==> config.mk <==
export PLATFORM = sky130hd
export DESIGN_NAME = seq_restoring_div_flat
export DESIGN_NICKNAME = d
export VERILOG_FILES = /design/src/rtl/seq_restoring_div_if.sv /design/src/rtl/seq_restoring_div.sv /design/src/flat_wrapper.sv
export SDC_FILE = /design/constraint.sdc
export NUM_CORES = 1
export LEC_CHECK = 0
export BUFFER_PORTS_ARGS = -buffer_cell sky130_fd_sc_hd__buf_4
export CAP_MARGIN = 20
export CORE_UTILIZATION = 38
export DETAILED_ROUTE_END_ITERATION = 16
export HOLD_SLACK_MARGIN = 0.05
export SETUP_SLACK_MARGIN = 0.02
export SKIP_CTS_REPAIR_TIMING = 1
export SLEW_MARGIN = 20
export SYNTH_ARGS = -nofsm -noshare
export SYNTH_HDL_FRONTEND = slang
export SYNTH_SLANG_ARGS = --single-unit
==> constraint.sdc <==
create_clock -name clk -period 5.6 [get_ports clk]
set_input_delay 0.56 -clock clk [delete_from_list [all_inputs] [get_ports clk]]
set_output_delay 0.56 -clock clk [all_outputs]
set_load 0.05 [all_outputs]
==> src/rtl/seq_restoring_div_if.sv <==
// Start/done operand and result bundle for the sequential restoring divider.
// The master drives the operands and start; the divider (slave) returns status and results.
interface seq_restoring_div_if #(
  parameter int WIDTH = 8
);
  logic             start;
  logic [WIDTH-1:0] dividend;
  logic [WIDTH-1:0] divisor;
  logic             busy;
  logic             done;
  logic [WIDTH-1:0] quotient;
  logic [WIDTH-1:0] remainder;
  logic             div_by_zero;

  modport master (
    output start, dividend, divisor,
    input  busy, done, quotient, remainder, div_by_zero
  );

  modport slave (
    input  start, dividend, divisor,
    output busy, done, quotient, remainder, div_by_zero
  );
endinterface

==> src/rtl/seq_restoring_div.sv <==
// Unsigned sequential restoring divider producing one quotient bit per clock.
// Each trial subtraction is a WIDTH+1-bit ripple of full-adder cells (inverted divisor, carry-in 1).
module seq_restoring_div #(
  parameter int WIDTH = 8
) (
  input  logic               clk,
  input  logic               rst_n,
  seq_restoring_div_if.slave bus
);

  localparam int CW = $clog2(WIDTH + 1);

  localparam logic [1:0] ST_IDLE = 2'd0;
  localparam logic [1:0] ST_RUN  = 2'd1;
  localparam logic [1:0] ST_DONE = 2'd2;

  function automatic logic fa_sum(input logic a, input logic b, input logic ci);
    return a ^ b ^ ci;
  endfunction

  function automatic logic fa_carry(input logic a, input logic b, input logic ci);
    return (a & b) | (a & ci) | (b & ci);
  endfunction

  logic [1:0]       r_state;
  logic [CW-1:0]    r_count;
  // R stays below the divisor after every step, so its top bit is always 0 and is not stored.
  logic [WIDTH-1:0] r_rem;
  logic [WIDTH-1:0] r_q;
  logic [WIDTH-1:0] r_div;
  logic [WIDTH-1:0] r_quot;
  logic [WIDTH-1:0] r_remout;
  logic             r_busy;
  logic             r_done;
  logic             r_dbz;

  logic [WIDTH:0]   w_a;
  logic [WIDTH:0]   w_b;
  logic [WIDTH-1:0] w_t;
  logic [WIDTH+1:0] w_c;
  logic             w_no_borrow;
  logic [WIDTH-1:0] w_rem_nxt;
  logic [WIDTH-1:0] w_q_nxt;

  assign w_a    = {r_rem, r_q[WIDTH-1]};
  assign w_b    = ~{1'b0, r_div};
  assign w_c[0] = 1'b1;

  for (genvar i = 0; i < WIDTH; i++) begin : g_sub
    assign w_t[i]   = fa_sum(w_a[i], w_b[i], w_c[i]);
    assign w_c[i+1] = fa_carry(w_a[i], w_b[i], w_c[i]);
  end
  // The sum of the top cell is provably 0 whenever there is no borrow; only its carry matters.
  assign w_c[WIDTH+1] = fa_carry(w_a[WIDTH], w_b[WIDTH], w_c[WIDTH]);

  assign w_no_borrow = w_c[WIDTH+1];
  assign w_rem_nxt   = w_no_borrow ? w_t : w_a[WIDTH-1:0];
  assign w_q_nxt     = {r_q[WIDTH-2:0], w_no_borrow};

  assign bus.busy        = r_busy;
  assign bus.done        = r_done;
  assign bus.quotient    = r_quot;
  assign bus.remainder   = r_remout;
  assign bus.div_by_zero = r_dbz;

  // Control FSM, iteration datapath and registered result outputs.
  always_ff @(posedge clk or negedge rst_n) begin
    if (!rst_n) begin
      r_state  <= ST_IDLE;
      r_count  <= {CW{1'b0}};
      r_rem    <= {WIDTH{1'b0}};
      r_q      <= {WIDTH{1'b0}};
      r_div    <= {WIDTH{1'b0}};
      r_quot   <= {WIDTH{1'b0}};
      r_remout <= {WIDTH{1'b0}};
      r_busy   <= 1'b0;
      r_done   <= 1'b0;
      r_dbz    <= 1'b0;
    end else begin
      case (r_state)
        ST_IDLE, ST_DONE: begin
          r_done <= 1'b0;
          r_busy <= 1'b0;
          if (bus.start) begin
            r_div <= bus.divisor;
            if (bus.divisor == {WIDTH{1'b0}}) begin
              r_state  <= ST_DONE;
              r_done   <= 1'b1;
              r_quot   <= {WIDTH{1'b1}};
              r_remout <= bus.dividend;
              r_dbz    <= 1'b1;
            end else begin
              r_state <= ST_RUN;
              r_busy  <= 1'b1;
              r_count <= {CW{1'b0}};
              r_rem   <= {WIDTH{1'b0}};
              r_q     <= bus.dividend;
              r_dbz   <= 1'b0;
            end
          end else begin
            r_state <= ST_IDLE;
          end
        end
        ST_RUN: begin
          r_rem   <= w_rem_nxt;
          r_q     <= w_q_nxt;
          r_count <= r_count + {{(CW-1){1'b0}}, 1'b1};
          if (r_count == CW'(WIDTH - 1)) begin
            r_state  <= ST_DONE;
            r_busy   <= 1'b0;
            r_done   <= 1'b1;
            r_quot   <= w_q_nxt;
            r_remout <= w_rem_nxt;
          end else begin
            r_state <= ST_RUN;
          end
        end
        default: begin
          r_state <= ST_IDLE;
          r_busy  <= 1'b0;
          r_done  <= 1'b0;
        end
      endcase
    end
  end

endmodule
==> src/flat_wrapper.sv <==
// flat-port wrapper written by rule: the top's interface ports become plain ports
module seq_restoring_div_flat 
#(
  parameter int WIDTH = 8
)
  (clk, rst_n, bus_start, bus_dividend, bus_divisor, bus_busy, bus_done, bus_quotient, bus_remainder, bus_div_by_zero);
  seq_restoring_div_if #(.WIDTH(WIDTH)) bus_i ();
  input  logic clk;
  input  logic rst_n;
  input wire logic [$bits(bus_i.start)-1:0] bus_start;
  input wire logic [$bits(bus_i.dividend)-1:0] bus_dividend;
  input wire logic [$bits(bus_i.divisor)-1:0] bus_divisor;
  output wire logic [$bits(bus_i.busy)-1:0] bus_busy;
  output wire logic [$bits(bus_i.done)-1:0] bus_done;
  output wire logic [$bits(bus_i.quotient)-1:0] bus_quotient;
  output wire logic [$bits(bus_i.remainder)-1:0] bus_remainder;
  output wire logic [$bits(bus_i.div_by_zero)-1:0] bus_div_by_zero;
  assign bus_i.start = bus_start;
  assign bus_i.dividend = bus_dividend;
  assign bus_i.divisor = bus_divisor;
  assign bus_busy = bus_i.busy;
  assign bus_done = bus_i.done;
  assign bus_quotient = bus_i.quotient;
  assign bus_remainder = bus_i.remainder;
  assign bus_div_by_zero = bus_i.div_by_zero;
  seq_restoring_div #(.WIDTH(WIDTH)) u_core (.clk(clk), .rst_n(rst_n), .bus(bus_i));
endmodule
Yosys cells after proc, flatten, opt, wreduce, memory -nomap -nowiden
Index checks and enable logic that the tools add are counted.

operators by class
  add/subtract/negate cells = 1
  equal/unequal tests = 7
  mux-type cells = 30
  bitwise logic cells = 60
  reductions and logical operators = 7

operators by type and width
  cell                                                              number
  8-bit two-way mux                                                 11
  8-bit one-hot mux with 2 select lines                             4
  1-bit bitwise AND                                                 25
  1-bit OR                                                          18
  1-bit XOR                                                         15
  8-bit NOT with 9-bit output                                       1
  8-bit logical NOT                                                 1
  4-bit two-way mux                                                 2
  4-bit one-hot mux with 2 select lines                             1
  1-bit two-way mux                                                 6
  2-bit two-way mux                                                 3
  4-bit by 1-bit adder with 4-bit output (second input constant)    1
  4-bit by 3-bit == test with 1-bit output (second input constant)  1
  2-bit by 1-bit != test with 1-bit output (second input constant)  2
  2-bit != test (second input constant)                             2
  1-bit one-hot mux with 2 select lines                             2
  2-bit one-hot mux with 2 select lines                             1
  4-bit AND reduction                                               1
  3-bit AND reduction                                               1
  2-bit by 1-bit == test with 1-bit output (second input constant)  1
  2-bit == test (second input constant)                             1
  2-bit logical NOT                                                 1
  2-bit AND reduction                                               1
  2-bit nonzero test                                                1
  other kinds (2)                                                   2

word-level totals
  register bits = 49
  input port bits = 19
  output and inout port bits = 19
  word-level logic and storage cells = 115

Depth between registers and ports, before layout
  word-level depth = 31
  mapped depth = 15
  gate-level depth less buffers = 14

Worst setup path after synthesis
Ideal clock, no wire load.

  path type = register to register
  start = register u_core.r_div[0]
  end = register u_core.r_remout[7] (netlist: u_core.bus.remainder[7])
  setup time = 0.125 ns
  arrival time = 4.015 ns
  required time = 5.475 ns
  setup slack = 1.461 ns
  stages on the path, launching flop included = 15
  buffers on the path = 1
  period minus slack after synthesis = 4.139 ns
  cell sequence = dfrtp_1 ha_1 fa_1 fa_1 fa_1 fa_1 fa_1 fa_1 inv_1 fa_1 or2_2 clkbuf_1 mux2i_1 a21oi_1 mux2_2

on the way
  cells in the longest elaborated chain, start to end = 31
  elaborated cells between the ends (all ways) = 40
  those cells by class = mux: 3; bitwise: 37

ends and longest elaborated chain
  item                                       line                      text
  start, declared                            seq_restoring_div.sv:30   logic [WIDTH-1:0] r_div;
  start signal, assigned                     seq_restoring_div.sv:73   r_div <= {WIDTH{1'b0}};
  start signal, assigned                     seq_restoring_div.sv:85   r_div <= bus.divisor;
  8-bit NOT with 9-bit output (*)            seq_restoring_div.sv:46   assign w_b = ~{1'b0, r_div};
  1-bit bitwise AND                          seq_restoring_div.sv:22   return (a & b) | (a & ci) | (b & ci);
  1-bit OR                                   seq_restoring_div.sv:22
  1-bit OR (*)                               seq_restoring_div.sv:22
  1-bit bitwise AND                          seq_restoring_div.sv:22
  1-bit OR                                   seq_restoring_div.sv:22
  1-bit OR (*)                               seq_restoring_div.sv:22
  1-bit bitwise AND                          seq_restoring_div.sv:22
  (+13 left out)                             -
  1-bit OR (*)                               seq_restoring_div.sv:22
  1-bit bitwise AND                          seq_restoring_div.sv:22
  1-bit OR (2 in series)                     seq_restoring_div.sv:22
  1-bit bitwise AND                          seq_restoring_div.sv:22
  1-bit OR (2 in series)                     seq_restoring_div.sv:22
  8-bit two-way mux (*)                      seq_restoring_div.sv:57   assign w_rem_nxt = w_no_borrow ? w_t : w_a[WIDTH-1:0];
  8-bit two-way mux (*)                      seq_restoring_div.sv:108  if (r_count == CW'(WIDTH - 1)) begin
  8-bit one-hot mux with 2 select lines (*)  seq_restoring_div.sv:80   case (r_state)
  end signal, assigned                       seq_restoring_div.sv:75   r_remout <= {WIDTH{1'b0}};
  end signal, assigned                       seq_restoring_div.sv:90   r_remout <= bus.dividend;
  end signal, assigned                       seq_restoring_div.sv:113  r_remout <= w_rem_nxt;
  end, declared                              seq_restoring_div.sv:32   logic [WIDTH-1:0] r_remout;

Every way passes the cells marked *; elsewhere a longest branch is shown, timed or not. The select of a mux whose other input is x is not followed.
A chain may end at the register's enable or synchronous reset.

Worst setup path after layout
  start = register u_core.r_q[7]
  end = register u_core.r_remout[7] (netlist: u_core.bus.remainder[7])

on the way
  cells in the longest elaborated chain, start to end = 30
  elaborated cells between the ends (all ways) = 39
  those cells by class = mux: 3; bitwise: 36

ends and longest elaborated chain
  item                                       line                      text
  start, declared                            seq_restoring_div.sv:29   logic [WIDTH-1:0] r_q;
  start signal, assigned                     seq_restoring_div.sv:72   r_q <= {WIDTH{1'b0}};
  start signal, assigned                     seq_restoring_div.sv:97   r_q <= bus.dividend;
  start signal, assigned                     seq_restoring_div.sv:106  r_q <= w_q_nxt;
  1-bit bitwise AND                          seq_restoring_div.sv:22
  1-bit OR (*) (2 in series)                 seq_restoring_div.sv:22
  1-bit bitwise AND                          seq_restoring_div.sv:22
  1-bit OR                                   seq_restoring_div.sv:22
  1-bit OR (*)                               seq_restoring_div.sv:22
  1-bit bitwise AND                          seq_restoring_div.sv:22
  1-bit OR                                   seq_restoring_div.sv:22
  1-bit OR (*)                               seq_restoring_div.sv:22
  (+11 left out)                             -
  1-bit OR (*)                               seq_restoring_div.sv:22
  1-bit bitwise AND                          seq_restoring_div.sv:22
  1-bit OR (2 in series)                     seq_restoring_div.sv:22
  1-bit bitwise AND                          seq_restoring_div.sv:22
  1-bit OR (2 in series)                     seq_restoring_div.sv:22
  8-bit two-way mux (*)                      seq_restoring_div.sv:57
  8-bit two-way mux (*)                      seq_restoring_div.sv:108
  8-bit one-hot mux with 2 select lines (*)  seq_restoring_div.sv:80

Marked as above.

==> summary.txt <==
Clocking
  – CTS Sinks: 49
  – Clk_lat worst skew: 0.31 ns
  – Total CTS buffers: 5
  – Root Driver: clkbuf_8
  – Clock-pin slew on the worst setup and hold paths: 0.10 ns
  – Clock tree buffer depth: 2
  – # H-tree levels: 2
  – TritonCTS clock tree: done

Timing
  – # setup viols final: 0
  – Fin crit period: 4.28 ns
  – Maximum clock rate: 234 MHz
  – Post-Route Setup TNS: 0 ns
  – Hold violation count in the final report: 0
  – Worst-Margin Slew: 0.880 ns
  – Clk_skew: 0.0113 ns
  – Unrepaired setup endpoints after global routing: no
  – Fin crit share: 76.4%
  – Slew headroom: 41.3%
  – Max Slew Vio Count: 0

Synthesis
  – Syn Nets: 251
  – Sequential element share of the synthesized area: 50.8%
  – Register bit total from synthesis: 49
  – Synth cell count leaders: dfrtp_1, nand2_1, o21ai_0, nor2_1
  – Post-synthesis area per instance: 10.8 um2
  – Unique masters post-synth: 32
  – Count leader, synth: dfrtp_1
  – Asr flop ratio synth: 100%
  – Syn. warnings: 0
  – Post-synth top area cell: dfrtp_1
  – Top cell type's share of synthesized area: 50.8%
  – Synth Instances: 223
  – Mapped cell area: 2410 um2
  – Post-synth EDFFs: 0
  – Largest cells by area after synthesis: dfrtp_1, fa_1, o21ai_0
  – Synth Flop Type: dfrtp_1

Floorplanning
  – Chip height: 81.7 um
  – Area of the core: 6030 um2
  – Die X-Extent: 81.7 um
  – Die area: 6680 um2
  – Initial Util: 40.1%
  – FP Rows: 28
  – I/O Pins: 38

Critical path
  – Reg2reg setup slack: 1.32 ns
  – Maximum net fanout on the critical path: 9
  – Setup CP Type: flip-flop to flip-flop
  – Crit start category: flip-flop
  – Critical Path End Type: flip-flop
  – R2R cell count: 14
  – R2r endpoint: u_core.bus.remainder[7]$_DFFE_PN0P_
  – RR Startpoint: u_core.r_q[7]$_DFFE_PN0P_
  – Critical path required time: 5.80 ns
  – Critical path launch point: u_core.r_q[7]$_DFFE_PN0P_
  – WP data arrival: 4.48 ns

Power
  – PwrDens: 685 nW/um2
  – Power share of the clock group: 10.9%
  – Pwr Total: 0.00193 W
  – Internal: 0.00102 W
  – Sw Ratio: 47.0%
  – Share of power burned in registers: 33.0%
  – Comb power frac: 56.1%
  – Total net switching power: 0.000907 W
  – VDD IR-drop max: 0.255 mV
  – Leak: 1.26 nW

Outcome
  – Status: complete, no violations

Route
  – TritonRoute pass-1 iters: 4
  – DRC: 0
  – Final WL: 4900 um
  – DRT iter0 DRCs: 104
  – DRT antenna net count: 0
  – Vias/cell: 5.10
  – Wire per inst: 14.8 um
  – Via count: 1,694

Global routing
  – Initial antenna violation count: 0
  – First-pass GRT wire length: 8450 um
  – Total gr overflow: 0
  – Routing usage on met1: 23.2%
  – Largest net degree at the start of global routing: 50
  – Met3 Track Usage GR: 2.33%
  – Most used routing layer: met2
  – Vias in the first global route: 1,749
  – Total track usage: 16.9%
  – Met2 GRT Util: 27.0%

Cells and area
  – Diode count: 0
  – Synthesis-to-finish area growth: 16.7%
  – Fin util: 46.8%
  – Layout cells sized above 1: 27.2%
  – Fin area: 2820 um2
  – Nets: 284

Placed design
  – RePlAce Congestion: 0.822
  – Port bufs: 37
  – HPWL Detailed: 3520 um
  – Placed cell area: 2730 um2

Flow run
  – MaxCap Viol Count: 0

Min path
  – Hold/Removal Path Class: primary input to async pin
sequential cells by signal, indices dropped and copies added (netlist names):
signal                  flops
u_core.r_rem                8
u_core.r_q                  8
u_core.bus.done             1
u_core.bus.remainder        8
u_core.bus.quotient         8
u_core.bus.busy             1
u_core.r_state              2
u_core.r_count              4
u_core.bus.div_by_zero      1
u_core.r_div                8
worst max-delay path, cell delays in order (launching register included):
cell     delay (ns)
dfrtp_1        0.38
inv_1          0.06
ha_1           0.18
fa_1           0.37
fa_1           0.38
fa_1           0.39
fa_1           0.40
fa_1           0.41
fa_1           0.37
inv_1          0.08
fa_1           0.30
or2_2          0.24
mux2i_1        0.27
a21oi_1        0.10
mux2_2         0.27
layout by cell type, fill, tap and decap left out, types with 2 or more instances in the layout:
| cell type | netlist | routed |
|---|---|---|
| a21oi_1 | 8 | 8 |
| mux2_2 | 7 | 7 |
| clkbuf_8 | 0 | 5 |
| nor2b_1 | 3 | 2 |
| nor4_4 | 2 | 2 |
| nor3_1 | 2 | 2 |
| buf_4 | 0 | 38 |
| o21ai_0 | 27 | 27 |
| nor2_1 | 13 | 13 |
| mux2_4 | 8 | 8 |
| ha_1 | 2 | 2 |
| nand2b_1 | 7 | 7 |
| nand2_1 | 33 | 33 |
| or2_2 | 3 | 3 |
| dfrtp_1 | 49 | 49 |
| mux2i_1 | 2 | 2 |
| nand3_1 | 10 | 10 |
| o311a_1 | 7 | 7 |
| fa_1 | 7 | 7 |
| inv_1 | 10 | 10 |
power groups by stage:
stage	logic (W)	clock network [W]	registers [W]
floorplan	0.000582	0	0.000840
global placement	0.00107	0	0.000641
detailed placement	0.00109	0	0.000644
CTS	0.00109	0.000216	0.000637
global route	0.00122	0.000230	0.000659
finish	0.00108	0.000210	0.000637
metrics by stage:
stage,instances,setup WS [ns],hold slack [ns]
after detailed placement,324,1.35,0.486
after global placement,324,1.49,0.476
final,332,1.32,0.266
after global routing,332,1.07,0.311
after floorplan,223,1.46,0.264
after CTS,332,1.33,0.289
worst max path at each step:
| stage | slack (ns) | to | cells past startpoint |
|---|---|---|---|
| final | 1.32 | u_core.bus.remainder[7]$_DFFE_PN0P_ | 14 |
| after global routing | 1.07 | u_core.bus.remainder[7]$_DFFE_PN0P_ | 14 |
| after CTS | 1.33 | u_core.bus.remainder[7]$_DFFE_PN0P_ | 14 |
| after detailed placement | 1.35 | u_core.bus.remainder[7]$_DFFE_PN0P_ | 14 |
| after global placement | 1.49 | u_core.bus.remainder[7]$_DFFE_PN0P_ | 14 |
| after floorplan | 1.46 | u_core.bus.remainder[7]$_DFFE_PN0P_ | 14 |
cells by family (layout without fill, tap and decap cells):
logic type	after synthesis	count (layout)	share of synthesized area, %
and+or+nand+nor	77	77	15.9
AOI/OAI and AO/OA	49	49	13.2
DFF	49	49	50.8
buffers and inverters	22	56	4.25
muxes	17	17	9.07
adders and majority gates	9	9	6.84
per-layer routing:
metal / wire length, um / up-vias / part of all wire (%)
li1: - / 828 / -
met1: 2350 / 838 / 48
met2: 2350 / 22 / 48
met3: 141 / 6 / 2.9
met4: 56 / 0 / 1.1
met5: 0 / - / 0
area by class of cell:
class,instances,area (um2)
flip-flops and latches,49,1230
repair buffers,38,285
multi-input cells,152,1090
clock inverters,2,13.8
clock buffers,6,72.6
fillers,598,3210
inverters,10,37.5
well taps,75,93.8
Note: power is estimated with default switching activity, not from simulation.
